**config.mk**
```make
export PLATFORM = sky130hd
export DESIGN_NAME = axi2core_bridge_flat
export DESIGN_NICKNAME = d
export VERILOG_FILES = /design/src/rtl/axi2core_bridge_if.sv /design/src/rtl/axi2core_bridge.sv /design/src/flat_wrapper.sv
export SDC_FILE = /design/constraint.sdc
export NUM_CORES = 1
export LEC_CHECK = 0
export ABC_AREA = 1
export BUFFER_PORTS_ARGS = -buffer_cell sky130_fd_sc_hd__clkbuf_2
export CAP_MARGIN = 15
export CORE_ASPECT_RATIO = 0.9
export CORE_MARGIN = 2
export CORE_UTILIZATION = 31
export CTS_CLUSTER_DIAMETER = 60
export DETAILED_ROUTE_END_ITERATION = 7
export PLACE_DENSITY_LB_ADDON = 0.08
export SETUP_SLACK_MARGIN = 0.5
export SLEW_MARGIN = 20
export SYNTH_ARGS = -nofsm -noshare
export SYNTH_HDL_FRONTEND = slang
export SYNTH_SLANG_ARGS = --single-unit
```
**constraint.sdc**
```tcl
create_clock -name clk -period 3.6 [get_ports clk]
set_input_delay 0.36 -clock clk [delete_from_list [all_inputs] [get_ports clk]]
set_output_delay 0.36 -clock clk [all_outputs]
set_load 0.1 [all_outputs]
```
**src/rtl/axi2core_bridge_if.sv**
```systemverilog
// Signal bundle between an AXI slave port and a core-style req/gnt/rvalid memory port.
// The bridge takes the slave view; whatever drives AXI and answers the core port takes the master view.
interface axi2core_bridge_if #(
   parameter int AXI_ADDR_WIDTH = 32,
   parameter int AXI_DATA_WIDTH = 32,
   parameter int AXI_ID_WIDTH   = 3
);
   localparam int STRB_WIDTH = AXI_DATA_WIDTH / 8;

   logic                      aw_valid;
   logic                      aw_ready;
   logic [AXI_ADDR_WIDTH-1:0] aw_addr;
   logic [AXI_ID_WIDTH-1:0]   aw_id;
   logic [7:0]                aw_len;

   logic                      w_valid;
   logic                      w_ready;
   logic [AXI_DATA_WIDTH-1:0] w_data;
   logic [STRB_WIDTH-1:0]     w_strb;
   logic                      w_last;

   logic                      b_valid;
   logic                      b_ready;
   logic [AXI_ID_WIDTH-1:0]   b_id;
   logic [1:0]                b_resp;

   logic                      ar_valid;
   logic                      ar_ready;
   logic [AXI_ADDR_WIDTH-1:0] ar_addr;
   logic [AXI_ID_WIDTH-1:0]   ar_id;
   logic [7:0]                ar_len;

   logic                      r_valid;
   logic                      r_ready;
   logic [AXI_DATA_WIDTH-1:0] r_data;
   logic [AXI_ID_WIDTH-1:0]   r_id;
   logic [1:0]                r_resp;
   logic                      r_last;

   logic                      data_req_o;
   logic                      data_gnt_i;
   logic                      data_rvalid_i;
   logic [AXI_ADDR_WIDTH-1:0] data_addr_o;
   logic                      data_we_o;
   logic [STRB_WIDTH-1:0]     data_be_o;
   logic [AXI_DATA_WIDTH-1:0] data_wdata_o;
   logic [AXI_DATA_WIDTH-1:0] data_rdata_i;

   modport slave (
      input  aw_valid, aw_addr, aw_id, aw_len,
      output aw_ready,
      input  w_valid, w_data, w_strb, w_last,
      output w_ready,
      input  b_ready,
      output b_valid, b_id, b_resp,
      input  ar_valid, ar_addr, ar_id, ar_len,
      output ar_ready,
      input  r_ready,
      output r_valid, r_data, r_id, r_resp, r_last,
      output data_req_o, data_addr_o, data_we_o, data_be_o, data_wdata_o,
      input  data_gnt_i, data_rvalid_i, data_rdata_i
   );

   modport master (
      output aw_valid, aw_addr, aw_id, aw_len,
      input  aw_ready,
      output w_valid, w_data, w_strb, w_last,
      input  w_ready,
      output b_ready,
      input  b_valid, b_id, b_resp,
      output ar_valid, ar_addr, ar_id, ar_len,
      input  ar_ready,
      output r_ready,
      input  r_valid, r_data, r_id, r_resp, r_last,
      input  data_req_o, data_addr_o, data_we_o, data_be_o, data_wdata_o,
      output data_gnt_i, data_rvalid_i, data_rdata_i
   );
endinterface

```
**src/rtl/axi2core_bridge.sv**
```systemverilog
// Single-beat AXI slave to core req/gnt/rvalid bridge; one transaction in flight,
// AXI ID echoed on the response, bursts rejected with SLVERR without touching the core port.
module axi2core_bridge #(
   parameter int AXI_ADDR_WIDTH = 32,
   parameter int AXI_DATA_WIDTH = 32,
   parameter int AXI_ID_WIDTH   = 3
) (
   input logic              clk,
   input logic              rst,
   axi2core_bridge_if.slave bus
);
   localparam int STRB_WIDTH = AXI_DATA_WIDTH / 8;
   localparam logic [1:0] RESP_OKAY   = 2'b00;
   localparam logic [1:0] RESP_SLVERR = 2'b10;

   typedef enum logic [3:0] {
      IDLE,
      WR_DATA,
      WR_REQ,
      WR_WAIT,
      WR_RESP,
      WR_DRAIN,
      RD_REQ,
      RD_WAIT,
      RD_RESP
   } state_t;

   state_t                    state_q;
   state_t                    state_d;
   logic                      prio_wr_q;
   logic [AXI_ADDR_WIDTH-1:0] addr_q;
   logic [AXI_ID_WIDTH-1:0]   id_q;
   logic                      we_q;
   logic [STRB_WIDTH-1:0]     be_q;
   logic [AXI_DATA_WIDTH-1:0] wdata_q;
   logic [AXI_DATA_WIDTH-1:0] rdata_q;
   logic [1:0]                resp_q;

   logic sel_wr;
   logic sel_rd;
   logic aw_hs;
   logic ar_hs;
   logic w_hs;
   logic in_idle;

   // Arbitration: the priority bit breaks the tie only when both address channels are valid.
   always_comb begin
      in_idle = (state_q == IDLE) && !rst;
      sel_wr  = bus.aw_valid && (prio_wr_q || !bus.ar_valid);
      sel_rd  = bus.ar_valid && !sel_wr;
      aw_hs   = in_idle && sel_wr;
      ar_hs   = in_idle && sel_rd;
      w_hs    = bus.w_valid && ((state_q == WR_DATA) || (state_q == WR_DRAIN));
   end

   assign bus.aw_ready     = aw_hs;
   assign bus.ar_ready     = ar_hs;
   assign bus.w_ready      = (state_q == WR_DATA) || (state_q == WR_DRAIN);
   assign bus.b_valid      = (state_q == WR_RESP);
   assign bus.b_id         = id_q;
   assign bus.b_resp       = resp_q;
   assign bus.r_valid      = (state_q == RD_RESP);
   assign bus.r_last       = (state_q == RD_RESP);
   assign bus.r_id         = id_q;
   assign bus.r_resp       = resp_q;
   assign bus.r_data       = rdata_q;
   assign bus.data_req_o   = (state_q == WR_REQ) || (state_q == RD_REQ);
   assign bus.data_addr_o  = addr_q;
   assign bus.data_we_o    = we_q;
   assign bus.data_be_o    = be_q;
   assign bus.data_wdata_o = wdata_q;

   always_ff @(posedge clk) begin
      if (rst) begin
         state_q <= IDLE;
      end else begin
         state_q <= state_d;
      end
   end

   always_comb begin
      state_d = state_q;
      case (state_q)
         IDLE: begin
            if (aw_hs) begin
               state_d = (bus.aw_len == 8'd0) ? WR_DATA : WR_DRAIN;
            end else if (ar_hs) begin
               state_d = (bus.ar_len == 8'd0) ? RD_REQ : RD_RESP;
            end
         end
         WR_DATA:  if (w_hs)               state_d = WR_REQ;
         WR_REQ:   if (bus.data_gnt_i)     state_d = WR_WAIT;
         WR_WAIT:  if (bus.data_rvalid_i)  state_d = WR_RESP;
         WR_RESP:  if (bus.b_ready)        state_d = IDLE;
         WR_DRAIN: if (w_hs && bus.w_last) state_d = WR_RESP;
         RD_REQ:   if (bus.data_gnt_i)     state_d = RD_WAIT;
         RD_WAIT:  if (bus.data_rvalid_i)  state_d = RD_RESP;
         RD_RESP:  if (bus.r_ready)        state_d = IDLE;
         default:                          state_d = IDLE;
      endcase
   end

   always_ff @(posedge clk) begin
      if (rst) begin
         prio_wr_q <= 1'b1;
      end else if (aw_hs || ar_hs) begin
         prio_wr_q <= !prio_wr_q;
      end
   end

   // Transaction payload; the response code is decided at address acceptance from the burst length.
   always_ff @(posedge clk) begin
      if (rst) begin
         addr_q  <= '0;
         id_q    <= '0;
         we_q    <= 1'b0;
         be_q    <= '0;
         wdata_q <= '0;
         rdata_q <= '0;
         resp_q  <= RESP_OKAY;
      end else begin
         if (aw_hs) begin
            addr_q <= bus.aw_addr;
            id_q   <= bus.aw_id;
            we_q   <= 1'b1;
            resp_q <= (bus.aw_len == 8'd0) ? RESP_OKAY : RESP_SLVERR;
         end else if (ar_hs) begin
            addr_q  <= bus.ar_addr;
            id_q    <= bus.ar_id;
            we_q    <= 1'b0;
            be_q    <= '1;
            rdata_q <= '0;
            resp_q  <= (bus.ar_len == 8'd0) ? RESP_OKAY : RESP_SLVERR;
         end
         if (w_hs && (state_q == WR_DATA)) begin
            wdata_q <= bus.w_data;
            be_q    <= bus.w_strb;
         end
         if ((state_q == RD_WAIT) && bus.data_rvalid_i) begin
            rdata_q <= bus.data_rdata_i;
         end
      end
   end
endmodule

```
**src/flat_wrapper.sv**
```systemverilog
// flat-port wrapper written by rule: the top's interface ports become plain ports
module axi2core_bridge_flat 
#(
   parameter int AXI_ADDR_WIDTH = 32,
   parameter int AXI_DATA_WIDTH = 32,
   parameter int AXI_ID_WIDTH   = 3
)
  (clk, rst, bus_aw_valid, bus_aw_addr, bus_aw_id, bus_aw_len, bus_aw_ready, bus_w_valid, bus_w_data, bus_w_strb, bus_w_last, bus_w_ready, bus_b_ready, bus_b_valid, bus_b_id, bus_b_resp, bus_ar_valid, bus_ar_addr, bus_ar_id, bus_ar_len, bus_ar_ready, bus_r_ready, bus_r_valid, bus_r_data, bus_r_id, bus_r_resp, bus_r_last, bus_data_req_o, bus_data_addr_o, bus_data_we_o, bus_data_be_o, bus_data_wdata_o, bus_data_gnt_i, bus_data_rvalid_i, bus_data_rdata_i);
  axi2core_bridge_if #(.AXI_ADDR_WIDTH(AXI_ADDR_WIDTH), .AXI_DATA_WIDTH(AXI_DATA_WIDTH), .AXI_ID_WIDTH(AXI_ID_WIDTH)) bus_i ();
  input logic clk;
  input logic rst;
  input wire logic [$bits(bus_i.aw_valid)-1:0] bus_aw_valid;
  input wire logic [$bits(bus_i.aw_addr)-1:0] bus_aw_addr;
  input wire logic [$bits(bus_i.aw_id)-1:0] bus_aw_id;
  input wire logic [$bits(bus_i.aw_len)-1:0] bus_aw_len;
  output wire logic [$bits(bus_i.aw_ready)-1:0] bus_aw_ready;
  input wire logic [$bits(bus_i.w_valid)-1:0] bus_w_valid;
  input wire logic [$bits(bus_i.w_data)-1:0] bus_w_data;
  input wire logic [$bits(bus_i.w_strb)-1:0] bus_w_strb;
  input wire logic [$bits(bus_i.w_last)-1:0] bus_w_last;
  output wire logic [$bits(bus_i.w_ready)-1:0] bus_w_ready;
  input wire logic [$bits(bus_i.b_ready)-1:0] bus_b_ready;
  output wire logic [$bits(bus_i.b_valid)-1:0] bus_b_valid;
  output wire logic [$bits(bus_i.b_id)-1:0] bus_b_id;
  output wire logic [$bits(bus_i.b_resp)-1:0] bus_b_resp;
  input wire logic [$bits(bus_i.ar_valid)-1:0] bus_ar_valid;
  input wire logic [$bits(bus_i.ar_addr)-1:0] bus_ar_addr;
  input wire logic [$bits(bus_i.ar_id)-1:0] bus_ar_id;
  input wire logic [$bits(bus_i.ar_len)-1:0] bus_ar_len;
  output wire logic [$bits(bus_i.ar_ready)-1:0] bus_ar_ready;
  input wire logic [$bits(bus_i.r_ready)-1:0] bus_r_ready;
  output wire logic [$bits(bus_i.r_valid)-1:0] bus_r_valid;
  output wire logic [$bits(bus_i.r_data)-1:0] bus_r_data;
  output wire logic [$bits(bus_i.r_id)-1:0] bus_r_id;
  output wire logic [$bits(bus_i.r_resp)-1:0] bus_r_resp;
  output wire logic [$bits(bus_i.r_last)-1:0] bus_r_last;
  output wire logic [$bits(bus_i.data_req_o)-1:0] bus_data_req_o;
  output wire logic [$bits(bus_i.data_addr_o)-1:0] bus_data_addr_o;
  output wire logic [$bits(bus_i.data_we_o)-1:0] bus_data_we_o;
  output wire logic [$bits(bus_i.data_be_o)-1:0] bus_data_be_o;
  output wire logic [$bits(bus_i.data_wdata_o)-1:0] bus_data_wdata_o;
  input wire logic [$bits(bus_i.data_gnt_i)-1:0] bus_data_gnt_i;
  input wire logic [$bits(bus_i.data_rvalid_i)-1:0] bus_data_rvalid_i;
  input wire logic [$bits(bus_i.data_rdata_i)-1:0] bus_data_rdata_i;
  assign bus_i.aw_valid = bus_aw_valid;
  assign bus_i.aw_addr = bus_aw_addr;
  assign bus_i.aw_id = bus_aw_id;
  assign bus_i.aw_len = bus_aw_len;
  assign bus_aw_ready = bus_i.aw_ready;
  assign bus_i.w_valid = bus_w_valid;
  assign bus_i.w_data = bus_w_data;
  assign bus_i.w_strb = bus_w_strb;
  assign bus_i.w_last = bus_w_last;
  assign bus_w_ready = bus_i.w_ready;
  assign bus_i.b_ready = bus_b_ready;
  assign bus_b_valid = bus_i.b_valid;
  assign bus_b_id = bus_i.b_id;
  assign bus_b_resp = bus_i.b_resp;
  assign bus_i.ar_valid = bus_ar_valid;
  assign bus_i.ar_addr = bus_ar_addr;
  assign bus_i.ar_id = bus_ar_id;
  assign bus_i.ar_len = bus_ar_len;
  assign bus_ar_ready = bus_i.ar_ready;
  assign bus_i.r_ready = bus_r_ready;
  assign bus_r_valid = bus_i.r_valid;
  assign bus_r_data = bus_i.r_data;
  assign bus_r_id = bus_i.r_id;
  assign bus_r_resp = bus_i.r_resp;
  assign bus_r_last = bus_i.r_last;
  assign bus_data_req_o = bus_i.data_req_o;
  assign bus_data_addr_o = bus_i.data_addr_o;
  assign bus_data_we_o = bus_i.data_we_o;
  assign bus_data_be_o = bus_i.data_be_o;
  assign bus_data_wdata_o = bus_i.data_wdata_o;
  assign bus_i.data_gnt_i = bus_data_gnt_i;
  assign bus_i.data_rvalid_i = bus_data_rvalid_i;
  assign bus_i.data_rdata_i = bus_data_rdata_i;
  axi2core_bridge #(.AXI_ADDR_WIDTH(AXI_ADDR_WIDTH), .AXI_DATA_WIDTH(AXI_DATA_WIDTH), .AXI_ID_WIDTH(AXI_ID_WIDTH)) u_core (.clk(clk), .rst(rst), .bus(bus_i));
endmodule
```
==> results.md <==
- Status: completed
- Most used DFF post-synth: dfxtp_1
- Core Area: 14,700 um^2
- Final Hold Viols: 0
- PD cells: 709 nW/um^2
- Unrepaired setup endpoints after global routing: no
- Critical path fanouts, max: 40
- Crit path kind: register to output pin
- WP buf/inv: 2
- CP top delay family: buffers and inverters
- Worst rel slew slack: 28.7%
- Die Ht: 120 um
- Router iterations before antenna repair: 4
- Number of global-route vias before repair: 4,798
- Die W: 133 um
- FF-to-FF setup slack: 1.22 ns
- Final wirelength: 14.8 mm
- Max Slew Vio Count: 0
- DP Wirelength: 10.7 mm
- Number of fill cells: 1,590
- Clk sinks: 110
- Vias post-DR: 5,065
- Sequential area share after synthesis: 47.2%
- Placed instance area: 6080 um^2
- Pleak: 2.99 nW
- Clock root buffer: clkbuf_16
- Layout Nets: 1,054
- Final period util: 67.6%
- Top-level I/O count: 282
- CTS tree: yes
- Port bufs: 279
- Slew @ Worst Pin: 1.07 ns
- Crit end category: output pin
- Layout Skew: 0.00761 ns
- Post-CTS setup buffer count: 0
- Routed length per instance: 13.6 um
- Largest net degree at the start of global routing: 106
- Cell count after synthesis: 645
- Max_cap viols: 0
- Required @ worst endpoint: 3.24 ns
- Commonest non-fill, non-tap cell in the layout: clkbuf_2
- Clock Latency Late Sink: 0.35 ns
- Clock buffer depth: 2
- Hold/Removal Path Class: input port to register
- Syn avg cell area: 7.23 um^2
- DR vias/cell: 4.65
- ANT nets after route: 0
- H-tree depth: 3
- Clk slew on worst S/H paths: 0.07 ns
- Gr ovfl total: 0
- Min cycle time layout: 2.43 ns
- Slowest CP cell: clkbuf_2
- CP max stage delay: 0.54 ns
- Critical Path, Cell by Cell: nor2_4, nand3_4, nor2_2, buf_4, clkbuf_2
- Netlist cell types: 27
- Residual DRC: 0
- First-pass GRT wire length: 23.5 mm
- Synthesized flop and latch total: 110
- Initial antenna violation count: 0
- Final setup viols: 0
- DRT iter0 DRCs: 219
- Critical Path Source Type: register
- Peak VDD IR: 0.355 mV
- FP Rows: 42
- Async S/R FF share, synth: 0%
- Most frequent cells in the layout: clkbuf_2, nand2_1, dfxtp_1
- Hold_buf cts: 0
- Die footprint: 16,000 um^2
- Initial Util: 31.7%
- Worst Path Arrival: 2.07 ns
- Synth Cell Area: 4660 um^2
- Synth warn: 0
- Total negative slack: 0 ns
- TritonCTS Buffers: 9
- Fraction of layout cells with a size suffix above 1: 35.0%
- Area Growth Syn to Fin: 37.0%
- RD Place Congestion: 0.832
- F_max: 411 MHz
- GRT Total Usage: 18.1%
- Post-synth EDFFs: 0
- PostCTS Resize Cnt: 0
- Final instance area: 6390 um^2
- Antenna fix cells: 0
## worst register-to-register path, delay by kind of cell (launching register included)
| kind | cells | cell delay, ns |
|---|---|---|
| flip-flops | 1 | 0.36 |
| buffers and inverters | 2 | 0.51 |
| AO/OA/AOI/OAI | 1 | 0.09 |
| AND/OR/NAND/NOR | 4 | 1.27 |
## cells in the mapped netlist (3+ instances only)
cell type | instances | area share, %
nand2_1 | 132 | 11
dfxtp_1 | 110 | 47
a21oi_1 | 108 | 12
nor2_1 | 90 | 7.2
nand3_1 | 70 | 7.5
o21ai_1 | 35 | 3.8
buf_2 | 24 | 2.6
inv_1 | 22 | 1.8
clkbuf_1 | 17 | 1.4
buf_4 | 8 | 1.3
buf_6 | 4 | 0.97
o221ai_1 | 4 | 0.75
nor2_2 | 3 | 0.40
o21ai_0 | 3 | 0.32
## through the flow
stage                     std cells  power [mW]  utilization (%)  setup slack, ns  hold WS, ns
final                          1090        4.53             43.4             1.17        0.243
after global routing           1090        4.76             43.4            0.963        0.235
after CTS                      1090        4.59             43.4             1.13        0.226
after detailed placement       1077        3.54             41.4             1.22        0.454
after global placement         1077        3.53             41.4             1.33        0.452
after floorplan                 646        3.20                -            0.971        0.486
## logic make-up after synthesis
group           count (synthesis)  synth area share (%)
flops                         110                  47.2
buf+inv                        78                  8.27
other cells                     1                0.0804
compound gates                153                  17.1
simple gates                  303                  27.3
## final cells by class
class / instances / area, um^2 / share of cell area [%]
clock inverters: 4 / 75.1 / 1.18
inverters: 24 / 92.6 / 1.45
flip-flops and latches: 110 / 2200 / 34.5
multi-input cells: 458 / 2080 / 32.6
well taps: 198 / 248 / 3.88
repair buffers: 287 / 1460 / 22.9
clock buffers: 9 / 225 / 3.53
## where the power goes
group | internal [mW] | total, mW | switching (mW)
clock | 0.598 | 1.03 | 0.434
sequential | 1.36 | 1.44 | 0.0848
combinational | 0.362 | 2.06 | 1.69
total | 2.32 | 4.53 | 2.21
## sequential cells by signal, summed over array words and instances, names as in the netlist
register / cells
u_core.bus.b_id: 3
u_core.bus.data_we_o: 1
u_core.bus.r_data: 32
u_core.bus.data_addr_o: 32
u_core.bus.data_wdata_o: 32
u_core.bus.data_be_o: 4
u_core.prio_wr_q: 1
u_core.bus.b_resp: 1
u_core.state_q: 4
## path summary, 6_finish.rpt
| path | startpoint | endpoint | cells past startpoint |
|---|---|---|---|
| setup / recovery | u_core.state_q[0]$_SDFFE_PP0P_ | bus_aw_ready | 5 |
| hold / removal | bus_w_data[3] | u_core.bus.data_wdata_o[3]$_SDFFE_PP0P_ | 3 |
| setup reg to reg | u_core.state_q[3]$_SDFFE_PP0P_ | u_core.bus.r_data[17]$_SDFFE_PP0P_ | 7 |
| hold reg to reg | u_core.bus.data_wdata_o[1]$_SDFFE_PP0P_ | u_core.bus.data_wdata_o[1]$_SDFFE_PP0P_ | 2 |
## metal layers
layer  global-route usage (%)  up-vias  wire length [um]
met1                     22.5     2294              6460
met4                     5.72        0               251
met2                     29.3      162              6850
li1                         -     2592                 -
met5                        0        -                 0
met3                     6.42       17              1240
Power figures use the tool's default switching activity.
